===== src/rtl/return_stack_if.sv =====
// Return-stack interface: bundles the decoder/PC-stage request signals and
// the stack status/readout signals seen by the next-PC mux.
//   master : drives enable, stack_enable, stack_write, push_addr, ctx_sel;
//            observes top_addr, depth_count, empty, full, overflow, underflow
//   slave  : the return stack itself (opposite directions)
interface return_stack_if #(
    parameter int ADDR_W = 32,
    parameter int DEPTH  = 16,
    parameter int CTX_W  = 1
) ();
    localparam int CNT_W = $clog2(DEPTH + 1);

    logic              enable;
    logic              stack_enable;
    logic              stack_write;
    logic [ADDR_W-1:0] push_addr;
    logic [CTX_W-1:0]  ctx_sel;
    logic [ADDR_W-1:0] top_addr;
    logic [CNT_W-1:0]  depth_count;
    logic              empty;
    logic              full;
    logic              overflow;
    logic              underflow;

    modport master (
        output enable, stack_enable, stack_write, push_addr, ctx_sel,
        input  top_addr, depth_count, empty, full, overflow, underflow
    );

    modport slave (
        input  enable, stack_enable, stack_write, push_addr, ctx_sel,
        output top_addr, depth_count, empty, full, overflow, underflow
    );
endinterface


===== src/rtl/return_stack.sv =====
// Hardware return-address stack with one independent stack per execution
// context. JAL pushes the link address, RET pops and uses top_addr in the
// same cycle. Readout is combinational from the context chosen by ctx_sel.
// Ports:
//   clk  : system clock, rising edge
//   rst  : synchronous active-high reset (clears storage, pointers, flags)
//   bus  : return_stack_if.slave (request inputs, status/readout outputs)
module return_stack #(
    parameter int ADDR_W  = 32,
    parameter int DEPTH   = 16,
    parameter int NUM_CTX = 2,
    parameter int CTX_W   = 1
) (
    input  logic           clk,
    input  logic           rst,
    return_stack_if.slave  bus
);
    localparam int PTR_W = $clog2(DEPTH + 1);
    localparam int IDX_W = $clog2(DEPTH);
    localparam logic [PTR_W-1:0] PTR_FULL = PTR_W'(DEPTH);
    localparam logic [PTR_W-1:0] PTR_ZERO = {PTR_W{1'b0}};
    localparam logic [PTR_W-1:0] PTR_ONE  = PTR_W'(1);

    logic [ADDR_W-1:0] entry_r [NUM_CTX][DEPTH];
    logic [PTR_W-1:0]  ptr_r   [NUM_CTX];
    logic              overflow_r;
    logic              underflow_r;

    logic              ctx_valid_s;
    logic [PTR_W-1:0]  sel_ptr_s;
    logic [IDX_W-1:0]  top_idx_s;
    logic [IDX_W-1:0]  wr_idx_s;
    logic [ADDR_W-1:0] top_addr_s;
    logic              empty_s;
    logic              full_s;
    logic              op_s;
    logic              push_ok_s;
    logic              push_ovf_s;
    logic              pop_ok_s;
    logic              pop_unf_s;

    // A ctx_sel code beyond NUM_CTX addresses no stack: it reads as empty
    // and requests made with it are ignored (flags included).
    generate
        if (NUM_CTX >= (1 << CTX_W)) begin : g_ctx_all
            assign ctx_valid_s = 1'b1;
        end else begin : g_ctx_chk
            assign ctx_valid_s = ({1'b0, bus.ctx_sel} < (CTX_W + 1)'(NUM_CTX));
        end
    endgenerate

    // Select the active context pointer and derive read/write indices.
    always_comb begin
        sel_ptr_s = PTR_ZERO;
        if (ctx_valid_s) begin
            sel_ptr_s = ptr_r[bus.ctx_sel];
        end else begin
            sel_ptr_s = PTR_ZERO;
        end
        // Pointer counts entries, so the top lives one below it; the write
        // slot is the pointer itself (only used when not full).
        top_idx_s = IDX_W'(sel_ptr_s - PTR_ONE);
        wr_idx_s  = IDX_W'(sel_ptr_s);
        empty_s   = (sel_ptr_s == PTR_ZERO);
        full_s    = (sel_ptr_s == PTR_FULL);
    end

    // Zero-latency top-of-stack readout; an empty stack reads as zero.
    always_comb begin
        top_addr_s = {ADDR_W{1'b0}};
        if (!empty_s) begin
            top_addr_s = entry_r[bus.ctx_sel][top_idx_s];
        end else begin
            top_addr_s = {ADDR_W{1'b0}};
        end
    end

    // Decode the requested operation against the selected stack's state.
    always_comb begin
        op_s       = bus.enable & bus.stack_enable & ctx_valid_s;
        push_ok_s  = op_s &  bus.stack_write & ~full_s;
        push_ovf_s = op_s &  bus.stack_write &  full_s;
        pop_ok_s   = op_s & ~bus.stack_write & ~empty_s;
        pop_unf_s  = op_s & ~bus.stack_write &  empty_s;
    end

    // Stack storage, per-context pointers and sticky error flags.
    always_ff @(posedge clk) begin
        if (rst) begin
            for (int c = 0; c < NUM_CTX; c++) begin
                ptr_r[c] <= PTR_ZERO;
                for (int d = 0; d < DEPTH; d++) begin
                    entry_r[c][d] <= {ADDR_W{1'b0}};
                end
            end
            overflow_r  <= 1'b0;
            underflow_r <= 1'b0;
        end else begin
            if (push_ok_s) begin
                entry_r[bus.ctx_sel][wr_idx_s] <= bus.push_addr;
                ptr_r[bus.ctx_sel]             <= sel_ptr_s + PTR_ONE;
            end
            // Popped entries stay in place; only the pointer moves.
            if (pop_ok_s) begin
                ptr_r[bus.ctx_sel] <= sel_ptr_s - PTR_ONE;
            end
            if (push_ovf_s) begin
                overflow_r <= 1'b1;
            end
            if (pop_unf_s) begin
                underflow_r <= 1'b1;
            end
        end
    end

    assign bus.top_addr    = top_addr_s;
    assign bus.depth_count = sel_ptr_s;
    assign bus.empty       = empty_s;
    assign bus.full        = full_s;
    assign bus.overflow    = overflow_r;
    assign bus.underflow   = underflow_r;
endmodule


===== src/flat_wrapper.sv =====
// flat-port wrapper written by rule: the top's interface ports become plain ports
module return_stack_flat 
#(
    parameter int ADDR_W  = 32,
    parameter int DEPTH   = 16,
    parameter int NUM_CTX = 2,
    parameter int CTX_W   = 1
)
  (clk, rst, bus_enable, bus_stack_enable, bus_stack_write, bus_push_addr, bus_ctx_sel, bus_top_addr, bus_depth_count, bus_empty, bus_full, bus_overflow, bus_underflow);
  return_stack_if #(.ADDR_W(ADDR_W), .DEPTH(DEPTH), .CTX_W(CTX_W)) bus_i ();
  input  logic clk;
  input  logic rst;
  input wire logic [$bits(bus_i.enable)-1:0] bus_enable;
  input wire logic [$bits(bus_i.stack_enable)-1:0] bus_stack_enable;
  input wire logic [$bits(bus_i.stack_write)-1:0] bus_stack_write;
  input wire logic [$bits(bus_i.push_addr)-1:0] bus_push_addr;
  input wire logic [$bits(bus_i.ctx_sel)-1:0] bus_ctx_sel;
  output wire logic [$bits(bus_i.top_addr)-1:0] bus_top_addr;
  output wire logic [$bits(bus_i.depth_count)-1:0] bus_depth_count;
  output wire logic [$bits(bus_i.empty)-1:0] bus_empty;
  output wire logic [$bits(bus_i.full)-1:0] bus_full;
  output wire logic [$bits(bus_i.overflow)-1:0] bus_overflow;
  output wire logic [$bits(bus_i.underflow)-1:0] bus_underflow;
  assign bus_i.enable = bus_enable;
  assign bus_i.stack_enable = bus_stack_enable;
  assign bus_i.stack_write = bus_stack_write;
  assign bus_i.push_addr = bus_push_addr;
  assign bus_i.ctx_sel = bus_ctx_sel;
  assign bus_top_addr = bus_i.top_addr;
  assign bus_depth_count = bus_i.depth_count;
  assign bus_empty = bus_i.empty;
  assign bus_full = bus_i.full;
  assign bus_overflow = bus_i.overflow;
  assign bus_underflow = bus_i.underflow;
  return_stack #(.ADDR_W(ADDR_W), .DEPTH(DEPTH), .NUM_CTX(NUM_CTX), .CTX_W(CTX_W)) u_core (.clk(clk), .rst(rst), .bus(bus_i));
endmodule

===== config.mk =====
export PLATFORM = sky130hd
export DESIGN_NAME = return_stack_flat
export DESIGN_NICKNAME = d
export VERILOG_FILES = /design/src/rtl/return_stack_if.sv /design/src/rtl/return_stack.sv /design/src/flat_wrapper.sv
export SDC_FILE = /design/constraint.sdc
export NUM_CORES = 1
export LEC_CHECK = 0
export CAP_MARGIN = 20
export CORE_MARGIN = 1
export CORE_UTILIZATION = 45
export CTS_CLUSTER_DIAMETER = 60
export DETAILED_ROUTE_END_ITERATION = 16
export GPL_ROUTABILITY_DRIVEN = 0
export PLACE_DENSITY_LB_ADDON = 0.25
export RECOVER_POWER = 100
export SLEW_MARGIN = 40
export SYNTH_ARGS = -nofsm -noshare
export SYNTH_HDL_FRONTEND = slang
export SYNTH_SLANG_ARGS = --single-unit
export TNS_END_PERCENT = 30

===== constraint.sdc =====
create_clock -name clk -period 4.9 [get_ports clk]
set_input_delay 0.735 -clock clk [delete_from_list [all_inputs] [get_ports clk]]
set_output_delay 0.735 -clock clk [all_outputs]
set_load 0.05 [all_outputs]

Word level (Yosys, flattened, before mapping)
Memory sizes are Yosys's and may differ from the RTL's.
Index checks and enable logic that the tools add are counted.
{ "word_totals": {"elab_cells": 49, "reg_bits": 2, "mem_bits_rw": 1034, "n_memories": 2, "inputBits": 38, "out_inout_bits": 41} }
{ "memory_table": {"columns": ["name", "words", "word_bits", "rd", "rd_ports_with_merged_regs", "write_ports", "line", "source"], "rows": [
  ["u_core.entry_r", 2, 512, 1, 0, 2, "return_stack.sv:24", "logic [ADDR_W-1:0] entry_r [NUM_CTX][DEPTH];"],
  ["u_core.ptr_r", 2, 5, 1, 0, 2, "return_stack.sv:25", "logic [PTR_W-1:0] ptr_r [NUM_CTX];"]
]} }
{ "classes": {"n_mux": 22, "bitwise": 13, "magnitude_cmp": 3, "n_reduce_logical": 4, "addsub": 2, "n_eq_ne": 1} }
{ "ops": {"columns": ["op", "n"], "rows": [
  ["$mux 512", 3],
  ["$reduce_or 512->1", 1],
  ["$bmux 32 s4", 1],
  ["$demux 32 s4", 1],
  ["$mux 32", 4],
  ["$mux 1", 11],
  ["$ge 5x5->1 const B", 2],
  ["$mux 5", 2],
  ["$not 4->5", 2],
  ["$and 1x1->1", 7],
  ["$add 5x1->5 const B", 1],
  ["$eq 5x5->1 const B", 1],
  ["$logic_not 5->1", 1],
  ["$lt 5x1->1 const B", 1],
  ["$reduce_or 5->1", 1],
  ["$sub 5x1->5 const B", 1],
  ["$not 1->1", 3],
  ["$logic_and 1x1->1", 1],
  ["$or 1x1->1", 1]
]} }

Depth between registers and ports, before layout
An unclocked memory read counts as a cell.
{ "depth": {"ltp_word": 10, "depth_mapped": 12, "depth_no_buf": 7} }

Worst setup path after synthesis
OpenSTA, ideal clock, no wires.
{ "synth_timing": {"kind": "input port to flip-flop", "from": "input port bus_ctx_sel", "to": "memory u_core.entry_r[0][480] (netlist bit) (enable)", "n_path_buf": 4, "stages": 9, "arrival_time_ns": 3.938, "setup_slack_ns": 0.534, "setup_ns": 0.428, "t_required_ns": 4.472, "path_cell_list": "buf_6 > buf_6 > mux2i_1 > ha_1 > buf_1 > o211ai_2 > nand2b_1 > clkbuf_1 > o21bai_1"} }
{ "synth_rtl": {"columns": ["element", "line", "source"], "rows": [
  ["start: declaration", "flat_wrapper.sv:17", "input wire logic [$bits(bus_i.ctx_sel)-1:0] bus_ctx_sel;"],
  ["end: declaration", "return_stack.sv:24", null]
]} }

==> results.yml <==
synth:
  yosysUniqueCellTypes: 53
  yosys_warnings: 0
  async_flop_share_pct: 0
  synth_edf_count: 1034
  seq_area_frac_synth_pct: 70.10
  synth_area_per_cell_um2: 15.36
  synth-seq-cells: 1036
  synthCells: 2888
  syn-num-nets: 2930
  synth_area_um2: 44350
  ys_dominant_reg_cell: "edfxtp_1"
grt:
  grt_overflow: 0
  grt_usage_pct: 25.03
  grt_max_degree: 87
  grt_pass1_vias: 25501
  grt_first_pass_wirelength_mm: 177.7
  antenna_found_initial: 6
die:
  die_h_um: 315.9
  die_w_um: 315.9
  core_area_um2: 97140
  rows: 114
  pin_count: 79
  die-area_um2: 99810
  start_util_pct: 45.66
setup_path:
  crit_fanout: 33
  r2r-start: "u_core.ptr_r[0][0]$_SDFFCE_PN0P_"
  rrSetupSlack_ns: 0.07
  r2r_cells: 7
  crit_path_end_kind: "flip-flop"
  crit_type: "reg -> reg"
  reg2reg_to: "u_core.entry_r[0][22]$_SDFFCE_PN0P_"
  cp.arrival_ns: 5.11
  crit_path_end: "u_core.entry_r[0][22]$_SDFFCE_PN0P_"
  start_kind: "flip-flop"
  setup.worst_path.start: "u_core.ptr_r[0][0]$_SDFFCE_PN0P_"
  required_ns: 5.18
timing:
  setup_viol: 0
  rsz0062_at_grt: "no"
  maxSlewHeadroom_pct: -81.32
  slew_viol_final: 258
  timing.final.ws_setup_ns: 0.06962
  min_period_ns: 4.830
  fin_skew_ns: 0.01881
  finalHoldViolations: 0
  max_freq_ghz: 0.2070
  setup-tns-final_ns: 0
  holdWs_ns: 0.4866
  finalCritPeriodShare_pct: 98.58
  worst_pin_slew_ns: 2.720
layout:
  final_cell_mix: "edfxtp_1 (1,034), nor2_1 (771), mux2i_1 (441), mux4_2 (132), clkbuf_16 (107)"
  nNetsFinal: 3002
  drive_gt1_share_pct: 14.39
  final_util_pct: 51.58
  diodes: 0
  synthToLayoutAreaGrowth_pct: 12.96
  fillCellCount: 7797
  final_common_cell: "edfxtp_1"
run_status:
  status: "finished with violations"
  violations: "max-capacitance violations, max-slew violations"
cts:
  cts_tree: "yes"
  cts.sinks: 1036
  htree_levels: 3
  cts_buffers: 104
  clk_pin_slew_ns: 0.06
  cts-root-buf: "clkbuf_16"
  insertion_delay_ns: 0.67
  clockBufferDepth: 3
routing:
  drtAntennaViolNets: 0
  dr.pass1.iters: 6
  viasPerCell: 5.990
  wirelength_mm: 124.8
  vias: 25912
  drtIter0Drc: 3050
  remaining_drc_errors: 0
  avgRoutedWirePerCell_um: 28.85
power:
  peakVddDrop_mv: 0.2739
  pwr-share-clk_pct: 38.5
  p_per_area_nw_per_um2: 406.5
  leakage_nw: 17.71
  combPwrFrac_pct: 11.5
  p_int_mw: 15.36
  p_sw_mw: 5.004
  p_seq_share_pct: 50.0
  switching_share_pct: 24.57
flow_run:
  drv_cap: 13
hold_path:
  hold_depth: 2
  holdCritPathClass: "reg -> reg"
place:
  port_buffers: 78
  dp_hpwl_mm: 72.38
  dp_slack_ns: 0.3589
[cells by family after synthesis]
kind of cell / count (synthesis) / synth area share [%]
mux: 577 / 16.80
buf+inv: 232 / 2.294
flops: 1036 / 70.10
fa+ha+maj: 4 / 0.1129
simple gates: 917 / 8.342
xor+xnor: 4 / 0.09594
compound gates: 118 / 2.257
[registers in the layout, indices dropped and copies added (netlist names)]
| name | flops |
|---|---|
| u_core.entry_r | 1024 |
| u_core.bus.underflow | 1 |
| u_core.ptr_r | 10 |
| u_core.bus.overflow | 1 |
[worst min-delay path by stage]
stage	start	end	slack, ns
6_report	u_core.bus.underflow$_SDFFE_PP0P_	u_core.bus.underflow$_SDFFE_PP0P_	0.49
5_1_grt	u_core.bus.underflow$_SDFFE_PP0P_	u_core.bus.underflow$_SDFFE_PP0P_	0.51
4_1_cts	u_core.bus.underflow$_SDFFE_PP0P_	u_core.bus.underflow$_SDFFE_PP0P_	0.49
3_5_place_dp	u_core.bus.underflow$_SDFFE_PP0P_	u_core.bus.underflow$_SDFFE_PP0P_	0.48
3_3_place_gp	u_core.bus.overflow$_SDFFE_PP0P_	u_core.bus.overflow$_SDFFE_PP0P_	0.47
2_1_floorplan	u_core.bus.overflow$_SDFFE_PP0P_	u_core.bus.overflow$_SDFFE_PP0P_	0.68
[power groups by stage]
stage / logic, mW / clock network, mW / registers, mW
finish: 2.34 / 7.84 / 10.2
floorplan: 1.48 / 0 / 10.3
detailed placement: 2.40 / 0 / 10.4
CTS: 2.41 / 7.91 / 10.2
global placement: 2.37 / 0 / 10.3
global route: 2.43 / 8.26 / 10.2
[critical path, cell delays in order (launching register included)]
cell	delay, ns
edfxtp_1	0.54
mux2i_1	0.26
inv_1	0.19
ha_1	0.48
nand3_1	0.18
clkbuf_2	0.77
o21bai_2	1.09
clkbuf_2	0.89
[metal layers]
metal | vias up | wire, um | global-route usage (%)
met2 | 1296 | 59440 | 40.17
li1 | 10952 | - | -
met5 | - | 62 | 0
met3 | 201 | 11320 | 4.414
met1 | 13453 | 50520 | 34.88
met4 | 10 | 3474 | 7.773
[cell usage after synthesis, types with 2 or more instances]
master    number  area, um2
o22ai_1        2      12.51
o21ai_0        4      20.02
mux2i_1      440       4404
ha_1           4      50.05
buf_6          3      33.78
mux2_2         2      22.52
mux2i_2        2      27.53
xor2_1         3      26.28
nor2_1       771       2894
dfxtp_1        2      40.04
inv_1          6      22.52
nand2_1       41      153.9
edfxtp_1    1034      31050
and2_1        66      412.9
buf_1         11      41.29
a21oi_1        4      20.02
nor3_1         6      30.03
buf_2         66      330.3
o211ai_1       2      15.01
mux4_2       132       2973
clkbuf_1     131      491.7
buf_4         11      82.58
o221ai_1      31      271.5
inv_2          4      15.01
nand3_1       15      75.07
o21bai_1      31      232.7
nand2b_1       6      37.54
a41o_1        31      310.3
a31oi_1        2      12.51
or2_2          2      12.51
[through the flow]
| stage | cells | power, mW | cell area (um2) |
|---|---|---|---|
| 2_1_floorplan | 2888 | 11.82 | 44350 |
| 3_3_place_gp | 4124 | 12.71 | 47230 |
| 3_5_place_dp | 4130 | 12.76 | 47370 |
| 4_1_cts | 4326 | 20.49 | 50710 |
| 5_1_grt | 4326 | 20.90 | 50100 |
| 6_report | 4326 | 20.36 | 50100 |
[final cells by class]
class | instances | area [um2] | share of cell area, %
Timing Repair Buffer | 188 | 1560 | 3.114
Tap cell | 1276 | 1597 | 3.187
Clock inverter | 65 | 574.3 | 1.146
Clock buffer | 131 | 2768 | 5.524
Sequential cell | 1036 | 31090 | 62.06
Multi-Input combinational cell | 1620 | 12470 | 24.89
Inverter | 10 | 38.79 | 0.07742
[timing repair]
action | in CTS | in global routing
gates resized for setup | 0 | 1
setup endpoints to repair | 0 | 1
setup buffers | 0 | 0
endpoints found under the hold margin | 0 | 0
hold buffers | 0 | 0
Note: power is estimated with default switching activity, not from simulation.
